--- config.mk ---
export PLATFORM = sky130hd
export DESIGN_NAME = difftest_commit_buffer
export DESIGN_NICKNAME = d
export VERILOG_FILES = /design/src/rtl/difftest_pkg.sv /design/src/rtl/difftest_commit_buffer_fifo.sv /design/src/rtl/difftest_commit_buffer.sv
export SDC_FILE = /design/constraint.sdc
export NUM_CORES = 2
export LEC_CHECK = 0
export ABC_AREA = 1
export BUFFER_PORTS_ARGS = -buffer_cell sky130_fd_sc_hd__buf_2
export CORE_AREA = 2 2 451 453
export CTS_CLUSTER_DIAMETER = 100
export CTS_CLUSTER_SIZE = 30
export DETAILED_ROUTE_END_ITERATION = 8
export DIE_AREA = 0 0 453 455
export MAX_ROUTING_LAYER = met4
export SYNTH_ARGS = -nofsm -noshare
export SYNTH_HDL_FRONTEND = slang
export SYNTH_HIERARCHICAL = 1
export SYNTH_SLANG_ARGS = --single-unit
--- constraint.sdc ---
create_clock -name clk -period 8.4 [get_ports clk]
set_input_delay 1.68 -clock clk [delete_from_list [all_inputs] [get_ports clk]]
set_output_delay 1.68 -clock clk [all_outputs]
set_load 0.1 [all_outputs]
--- src/rtl/difftest_pkg.sv ---
// Shared types and constants for the difftest commit buffer.
// The record struct documents the field layout packed into the FIFO payload.
package difftest_pkg;

   localparam int unsigned XLEN_DEFAULT = 32;
   localparam int unsigned NR_GPR       = 32;
   localparam int unsigned RD_W         = 5;

   typedef struct packed {
      logic [XLEN_DEFAULT-1:0] pc;
      logic                    wen;
      logic [RD_W-1:0]         rd;
      logic [XLEN_DEFAULT-1:0] wdata;
   } commit_rec_t;

   typedef enum logic {
      ST_IDLE = 1'b0,
      ST_HOLD = 1'b1
   } out_state_e;

   // Payload width of one record, {pc, wen, rd, wdata}, for a given XLEN.
   function automatic int unsigned rec_width(input int unsigned xlen);
      return 2 * xlen + 1 + RD_W;
   endfunction

endpackage

--- src/rtl/difftest_commit_buffer_fifo.sv ---
// Synchronous FIFO holding retired-instruction records.
// Pointers carry one extra wrap bit so full and empty are distinguishable.
module commit_fifo
   import difftest_pkg::*;
#(
   parameter int unsigned WIDTH = 70,
   parameter int unsigned DEPTH = 4
) (
   input  logic             clk,
   input  logic             rst_n,
   input  logic             i_push,
   input  logic             i_pop,
   input  logic [WIDTH-1:0] i_data,
   output logic [WIDTH-1:0] o_data,
   output logic             o_full,
   output logic             o_empty
);

   localparam int unsigned AW = $clog2(DEPTH);

   logic [WIDTH-1:0] r_mem [DEPTH];
   logic [AW:0]      r_wr_ptr;
   logic [AW:0]      r_rd_ptr;
   logic             w_do_push;
   logic             w_do_pop;

   assign o_empty   = (r_wr_ptr == r_rd_ptr);
   assign o_full    = (r_wr_ptr[AW] != r_rd_ptr[AW]) &&
                      (r_wr_ptr[AW-1:0] == r_rd_ptr[AW-1:0]);
   assign w_do_push = i_push && !o_full;
   assign w_do_pop  = i_pop && !o_empty;
   assign o_data    = r_mem[r_rd_ptr[AW-1:0]];

   always_ff @(posedge clk or negedge rst_n) begin
      if (!rst_n) begin
         r_wr_ptr <= '0;
         r_rd_ptr <= '0;
      end else begin
         if (w_do_push) r_wr_ptr <= r_wr_ptr + 1'b1;
         if (w_do_pop)  r_rd_ptr <= r_rd_ptr + 1'b1;
      end
   end

   always_ff @(posedge clk) begin
      if (w_do_push) r_mem[r_wr_ptr[AW-1:0]] <= i_data;
   end

endmodule

--- src/rtl/difftest_commit_buffer.sv ---
// Buffers retired instructions and presents one shadow-register-file
// snapshot per commit to a difftest consumer with valid/ready handshaking.
module difftest_commit_buffer
   import difftest_pkg::*;
#(
   parameter int unsigned DEPTH = 4,
   parameter int unsigned XLEN  = XLEN_DEFAULT
) (
   input  logic            clk,
   input  logic            rst_n,
   input  logic            cmt_valid,
   output logic            cmt_ready,
   input  logic [XLEN-1:0] cmt_pc,
   input  logic            cmt_wen,
   input  logic [4:0]      cmt_rd,
   input  logic [XLEN-1:0] cmt_wdata,
   output logic            dt_valid,
   input  logic            dt_ready,
   output logic [XLEN-1:0] dt_pc,
   output logic [XLEN-1:0] dt_rf_0,
   output logic [XLEN-1:0] dt_rf_1,
   output logic [XLEN-1:0] dt_rf_2,
   output logic [XLEN-1:0] dt_rf_3,
   output logic [XLEN-1:0] dt_rf_4,
   output logic [XLEN-1:0] dt_rf_5,
   output logic [XLEN-1:0] dt_rf_6,
   output logic [XLEN-1:0] dt_rf_7,
   output logic [XLEN-1:0] dt_rf_8,
   output logic [XLEN-1:0] dt_rf_9,
   output logic [XLEN-1:0] dt_rf_10,
   output logic [XLEN-1:0] dt_rf_11,
   output logic [XLEN-1:0] dt_rf_12,
   output logic [XLEN-1:0] dt_rf_13,
   output logic [XLEN-1:0] dt_rf_14,
   output logic [XLEN-1:0] dt_rf_15,
   output logic [XLEN-1:0] dt_rf_16,
   output logic [XLEN-1:0] dt_rf_17,
   output logic [XLEN-1:0] dt_rf_18,
   output logic [XLEN-1:0] dt_rf_19,
   output logic [XLEN-1:0] dt_rf_20,
   output logic [XLEN-1:0] dt_rf_21,
   output logic [XLEN-1:0] dt_rf_22,
   output logic [XLEN-1:0] dt_rf_23,
   output logic [XLEN-1:0] dt_rf_24,
   output logic [XLEN-1:0] dt_rf_25,
   output logic [XLEN-1:0] dt_rf_26,
   output logic [XLEN-1:0] dt_rf_27,
   output logic [XLEN-1:0] dt_rf_28,
   output logic [XLEN-1:0] dt_rf_29,
   output logic [XLEN-1:0] dt_rf_30,
   output logic [XLEN-1:0] dt_rf_31,
   output logic [31:0]     dt_seq
);

   localparam int unsigned REC_W = rec_width(XLEN);

   out_state_e       r_state;
   out_state_e       w_state_nxt;
   logic [XLEN-1:0]  r_dt_pc;
   logic [XLEN-1:0]  r_rf [1:NR_GPR-1];
   logic [31:0]      r_seq;

   logic [REC_W-1:0] w_push_data;
   logic [REC_W-1:0] w_head;
   logic             w_fifo_full;
   logic             w_fifo_empty;
   logic             w_push;
   logic             w_pop;
   logic             w_hs;
   logic [XLEN-1:0]  w_head_pc;
   logic             w_head_wen;
   logic [4:0]       w_head_rd;
   logic [XLEN-1:0]  w_head_wdata;

   assign cmt_ready   = !w_fifo_full;
   assign w_push      = cmt_valid && cmt_ready;
   assign w_push_data = {cmt_pc, cmt_wen, cmt_rd, cmt_wdata};

   assign w_head_pc    = w_head[REC_W-1 -: XLEN];
   assign w_head_wen   = w_head[XLEN + RD_W];
   assign w_head_rd    = w_head[XLEN +: RD_W];
   assign w_head_wdata = w_head[XLEN-1:0];

   // A new head is loaded when the output slot is empty or being vacated.
   assign w_hs  = dt_valid && dt_ready;
   assign w_pop = !w_fifo_empty && ((r_state == ST_IDLE) || dt_ready);

   commit_fifo #(
      .WIDTH (REC_W),
      .DEPTH (DEPTH)
   ) u_fifo (
      .clk     (clk),
      .rst_n   (rst_n),
      .i_push  (w_push),
      .i_pop   (w_pop),
      .i_data  (w_push_data),
      .o_data  (w_head),
      .o_full  (w_fifo_full),
      .o_empty (w_fifo_empty)
   );

   always_ff @(posedge clk or negedge rst_n) begin
      if (!rst_n) r_state <= ST_IDLE;
      else        r_state <= w_state_nxt;
   end

   always_comb begin
      w_state_nxt = r_state;
      case (r_state)
         ST_IDLE: if (!w_fifo_empty) w_state_nxt = ST_HOLD;
         ST_HOLD: if (dt_ready && w_fifo_empty) w_state_nxt = ST_IDLE;
         default: w_state_nxt = ST_IDLE;
      endcase
   end

   always_comb begin
      dt_valid = 1'b0;
      case (r_state)
         ST_HOLD: dt_valid = 1'b1;
         default: dt_valid = 1'b0;
      endcase
   end

   always_ff @(posedge clk or negedge rst_n) begin
      if (!rst_n) begin
         r_dt_pc <= '0;
         r_seq   <= '0;
         for (int unsigned i = 1; i < NR_GPR; i++) r_rf[i] <= '0;
      end else begin
         if (w_pop) begin
            r_dt_pc <= w_head_pc;
            if (w_head_wen && (w_head_rd != '0)) r_rf[w_head_rd] <= w_head_wdata;
         end
         if (w_hs) r_seq <= r_seq + 32'd1;
      end
   end

   assign dt_pc    = r_dt_pc;
   assign dt_seq   = r_seq;
   assign dt_rf_0  = '0;
   assign dt_rf_1  = r_rf[1];
   assign dt_rf_2  = r_rf[2];
   assign dt_rf_3  = r_rf[3];
   assign dt_rf_4  = r_rf[4];
   assign dt_rf_5  = r_rf[5];
   assign dt_rf_6  = r_rf[6];
   assign dt_rf_7  = r_rf[7];
   assign dt_rf_8  = r_rf[8];
   assign dt_rf_9  = r_rf[9];
   assign dt_rf_10 = r_rf[10];
   assign dt_rf_11 = r_rf[11];
   assign dt_rf_12 = r_rf[12];
   assign dt_rf_13 = r_rf[13];
   assign dt_rf_14 = r_rf[14];
   assign dt_rf_15 = r_rf[15];
   assign dt_rf_16 = r_rf[16];
   assign dt_rf_17 = r_rf[17];
   assign dt_rf_18 = r_rf[18];
   assign dt_rf_19 = r_rf[19];
   assign dt_rf_20 = r_rf[20];
   assign dt_rf_21 = r_rf[21];
   assign dt_rf_22 = r_rf[22];
   assign dt_rf_23 = r_rf[23];
   assign dt_rf_24 = r_rf[24];
   assign dt_rf_25 = r_rf[25];
   assign dt_rf_26 = r_rf[26];
   assign dt_rf_27 = r_rf[27];
   assign dt_rf_28 = r_rf[28];
   assign dt_rf_29 = r_rf[29];
   assign dt_rf_30 = r_rf[30];
   assign dt_rf_31 = r_rf[31];

endmodule

Word level (Yosys, flattened, before mapping)
Memory sizes are Yosys's and may differ from the RTL's. Cells that the tools add are included.

Add/sub/neg operators: 3. $lt $le $gt $ge: 2. Equality and inequality tests: 3. Multiplexer cells: 9. Bitwise gates (word level): 2. Reduce and logical (&&, ||, !) cells: 14.

Operators with widths (count): $bwmux 992 (1); $demux 32 s5 (1); $add 32x1->32 const B (1); $mux 32 (1); $logic_and 1x1->1 (9); $add 3x1->3 const B (2); $ge 6x6->1 const B (1); $lt 6x1->1 const B (1); $not 5->6 (1); $mux 1 (5); $reduce_bool 5->1 (1); $eq 3x3->1 (1); $eq 2x2->1 (1); $logic_not 1->1 (2); $pmux 1 s2 (1); $reduce_and 2->1 (1); $logic_or 1x1->1 (1); $ne 1x1->1 (1); $not 1->1 (1).

Bits in registers: 1063. Bits in writable memories: 280. Output and inout bits: 1090. Logic and storage cells: 70. Memories kept: 1.

Memory list: u_fifo.r_mem (words 4, bits a word 70, read ports 1, clocked after memory_dff 0, wr ports 1, line difftest_commit_buffer_fifo.sv:21) `logic [WIDTH-1:0] r_mem [DEPTH];`.

Logic depth before layout (Yosys ltp)
Depth in word-level cells: 7. Depth in mapped cells: 16. Gate-level depth less buffers: 12.

By module
The synthesis kept the hierarchy.

By module, submodules not included: difftest_commit_buffer (times used 1, cells an instance 4834, area each 42528.3 µm², seq. area each 26450.4 µm²); commit_fifo (times used 1, cells an instance 738, area each 10751.6 µm², seq. area each 8558.2 µm²).

Worst setup path after synthesis
No wires, ideal clock.

Path kind: input-to-reg. Start point: in cmt_valid. End point: mem u_fifo.r_mem[0][0], enable pin. Arrival: 4.945 ns. Data required time: 7.902 ns. Slack: 2.957 ns. Stages on the path: 4. Path buffers: 0. Cell sequence: inv_1 nor2_1 nand2_2 nor2_1.

Longest elaborated chain between the ends: 4.

Ends and longest elaborated chain: start, declared (line difftest_commit_buffer.sv:11) `input logic cmt_valid,`; $logic_and 1x1->1 (line difftest_commit_buffer.sv:76) `assign w_push = cmt_valid && cmt_ready;`; net w_push (line difftest_commit_buffer.sv:67) `logic w_push;`; $logic_and 1x1->1 (line difftest_commit_buffer_fifo.sv:30) `assign w_do_push = i_push && !o_full;`; $mux 1 (line difftest_commit_buffer_fifo.sv:45) `if (w_do_push) r_mem[r_wr_ptr[AW-1:0]] <= i_data;`; $mux 1 (implied by the code) (line difftest_commit_buffer_fifo.sv:45); end, declared (line difftest_commit_buffer_fifo.sv:21).

The timed path passes the listed nets, and every way through them passes these cells.

Final worst setup path
Start point: reg u_fifo.r_rd_ptr[0]. End point: reg r_rf, in the netlist dt_rf_1[6].

Elaborated cells between the ends (all ways): 14. Those cells by class: 2 x order compare; 1 x eq/ne; 3 x mux; 1 x bitwise; 6 x reduce/logical; 1 x memory.

RTL lines: start, declared (line difftest_commit_buffer_fifo.sv:23) `logic [AW:0] r_rd_ptr;`; start signal, assigned (line difftest_commit_buffer_fifo.sv:40) `if (w_do_pop) r_rd_ptr <= r_rd_ptr + 1'b1;`; $mem_v2 4x70; net w_head[37] (line difftest_commit_buffer.sv:64) `logic [REC_W-1:0] w_head;`; $logic_and 1x1->1 (line difftest_commit_buffer.sv:132) `if (w_head_wen && (w_head_rd != '0)) r_rf[w_head_rd] <= w_head_wdata;`; $reduce_and 2->1 (no source line); end signal, assigned by index (line difftest_commit_buffer.sv:132); end, declared (line difftest_commit_buffer.sv:60) `logic [XLEN-1:0] r_rf [1:NR_GPR-1];`.

The timed path passes the listed nets, and every way through them passes these cells. A chain may end at the register's enable or synchronous reset.

==> results.md <==
- Result of the run: complete, no violations
- Startpoint type of the worst setup path: register
- DRC violation total after the first TritonRoute iteration: 5,270
- Hold bufs inserted after CTS: 0
- Width of the die: 453 µm
- Worst Path Class, Setup: register to register
- Die Y: 455 µm
- Number of setup violations in the final report: 0
- All-Layer GR Usage: 21.4%
- Clock buffers created by TritonCTS: 56
- Total via count in the routed design: 44.8k
- Vias in the first global route: 42.0k
- Clock tree from TritonCTS: built
- Insertion delay of the later-clocked pin in the worst-skew pair: 0.76 ns
- DR pass1 iterations: 6
- Average footprint of a synthesized cell: 9.56 µm²
- Most prevalent standard cell on the critical path: sky130_fd_sc_hd__nand2_1
- RSZ-0062 raised after global routing: no
- Final worst path period need: 5.48 ns
- Synth warn: 6
- Initial core utilization: 26.5%
- Initial antenna violation count: 39
- MaxCap Viol Count: 0
- Number of port buffers: 1,131
- Total standard cell area after synthesis: 53,300 µm²
- Number of flip-flops under the largest register name: 280
- Fin util: 31.7%
- Total overflow reported by the global router: 0
- Pin count of the biggest net entering global routing: 184
- Worst hold path class: register to register
- Core region area: 201,000 µm²
- Clock-pin slew reported for the worst setup and hold paths after clock tree synthesis: 0.12 ns
- Routed via count divided by cell count: 4.88
- Io pins: 1,164
- H-tree levels: 2
- Routability cong.: 0.913
- Nets: 6,528
- Synthesized flop and latch total: 1,343
- Syn-to-layout area delta: 19.7%
- Number of routed nets with antenna violations: 0
- Drc violations: 0
- Arrival time of the worst setup path: 6.10 ns
- Crit path cell chain: buf_4, o21ai_0, o22ai_1, inv_1, nor2_4, o21a_4, buf_12, nand2_1, buf_4, nand2_1, nand2_1
- Postcts setup bufs: 0
- Commonest non-fill, non-tap cell in the layout: sky130_fd_sc_hd__nand2_1
- DP Wirelength: 148,000 µm
- Final Skew: 0.0628 ns
- Setup total negative slack: 0 ns
- Delay of the slowest critical-path stage: 0.96 ns
- Std-Cell Rows: 165
- Syn Inst Count: 5,572
- Share of the cycle needed by the critical path after routing: 65.2%
- Root Driver: sky130_fd_sc_hd__clkbuf_16
- Sort of element at the end of the critical path: register
- Clock buffer depth: 3
- Pins Over Slew Limit: 0
- Wirelength, routed: 225,000 µm
- Ratio of cells with drive above 1 in the final layout: 22.0%
- Post_cts resized: 0
- Actual transition at the worst max-transition pin: 1.32 ns
- Hold Fails Final Rpt: 0
- Seq/Total Area, Yosys: 65.7%
- Max Clock Freq: 0.182 GHz
- Required time at the endpoint of the critical path: 9.02 ns
- Slowest-stage cell, CP: sky130_fd_sc_hd__dfrtp_4
- Sinks on Clock Net: 1,343
- Routed len/inst: 24.5 µm
- Remaining max-slew budget at the tightest pin: 12.2%
- Worst Path Max Fanout: 183
- Post-synthesis cell type count: 31
- Highest-count cells in the layout ignoring fill and taps: sky130_fd_sc_hd__nand2_1, sky130_fd_sc_hd__buf_2, sky130_fd_sc_hd__dfrtp_1, sky130_fd_sc_hd__nand3_1, sky130_fd_sc_hd__edfxtp_1
- Die outline area: 206,000 µm²
- First-pass GRT wire length: 312,000 µm
-- final cells by class --
type | instances | area (µm²)
antenna | 25 | 62.6
clock buffer | 69 | 1460
clock inverter | 22 | 348
fill | 20900 | 137000
inverter | 46 | 176
multi-input combinational | 3734 | 16600
sequential | 1343 | 35000
tap | 2672 | 3340
timing repair buffer | 1267 | 6790
-- metrics by stage --
stage	cells	worst slack, ns	hold slack, ns	cell area [µm²]
CTS	9153	2.88	0.479	63700
floorplan	5603	2.96	0.484	53400
global route	9175	2.45	0.494	63800
global placement	9061	3.01	0.448	61900
detailed placement	9062	2.91	0.453	61900
finish	9178	2.92	0.476	63800
-- cell usage after synthesis (all sizes together) --
master     n  area (µm²)
nand2   2211        8310
dfrtp   1063       26600
nand3   1018        5110
edfxtp   280        8410
buf      260        1460
clkbuf   220         826
nor2     209         792
o21ai    140         701
o22ai     70         438
inv       46         173
xor2      12         105
xnor2     10         106
nand3b     9        67.6
nand4      9        56.3
ha         6        75.1
nor3       4        20.0
and2       1        6.26
conb       1        3.75
nor3b      1        7.51
o21a       1        7.51
or2        1        6.26
-- layer usage --
metal,track usage (%),vias to the layer above,wire length (µm)
met3,4.01,475,17700
met1,26.1,22400,86700
met5,-,-,0
li1,-,19700,-
met2,34.0,2203,107000
met4,10.5,0,13000
-- critical path: cells and delay by family, from the launching register on --
kind,cells,cell delay [ns]
flip-flops,1,0.96
AO/OA/AOI/OAI,3,1.08
AND/OR/NAND/NOR,4,1.28
buffers and inverters,4,1.80
-- final timing paths --
check	endpoint	cells after the start	from	slack (ns)
worst max-delay path	dt_rf_1[6]$_DFFE_PN0P_	11	u_fifo/r_rd_ptr[0]$_DFFE_PN0P_	2.92
worst min-delay path	dt_rf_15[30]$_DFFE_PN0P_	2	dt_rf_15[30]$_DFFE_PN0P_	0.48
worst min register to register	dt_rf_15[30]$_DFFE_PN0P_	2	dt_rf_15[30]$_DFFE_PN0P_	0.48
max in group asynchronous	dt_rf_18[25]$_DFFE_PN0P_	3	rst_n	5.38
min in group asynchronous	dt_pc[18]$_DFFE_PN0P_	1	rst_n	0.91
worst max register to register	dt_rf_1[6]$_DFFE_PN0P_	11	u_fifo/r_rd_ptr[0]$_DFFE_PN0P_	2.92
-- cells by family (layout without fill, tap and decap cells) --
| group | count (synthesis) | after routing | synth area share [%] |
|---|---|---|---|
| simple gates | 3463 | 3463 | 27.0 |
| flops | 1343 | 1343 | 65.7 |
| buf+inv | 526 | 1404 | 4.62 |
| compound gates | 211 | 211 | 2.15 |
| xor+xnor | 22 | 22 | 0.397 |
| fa+ha+maj | 6 | 6 | 0.141 |
| other cells | 1 | 57 | 0.00704 |
Power is left out: the tool's default activity adds up to more than one toggle a clock period on the data nets, which glitch-free logic cannot reach.
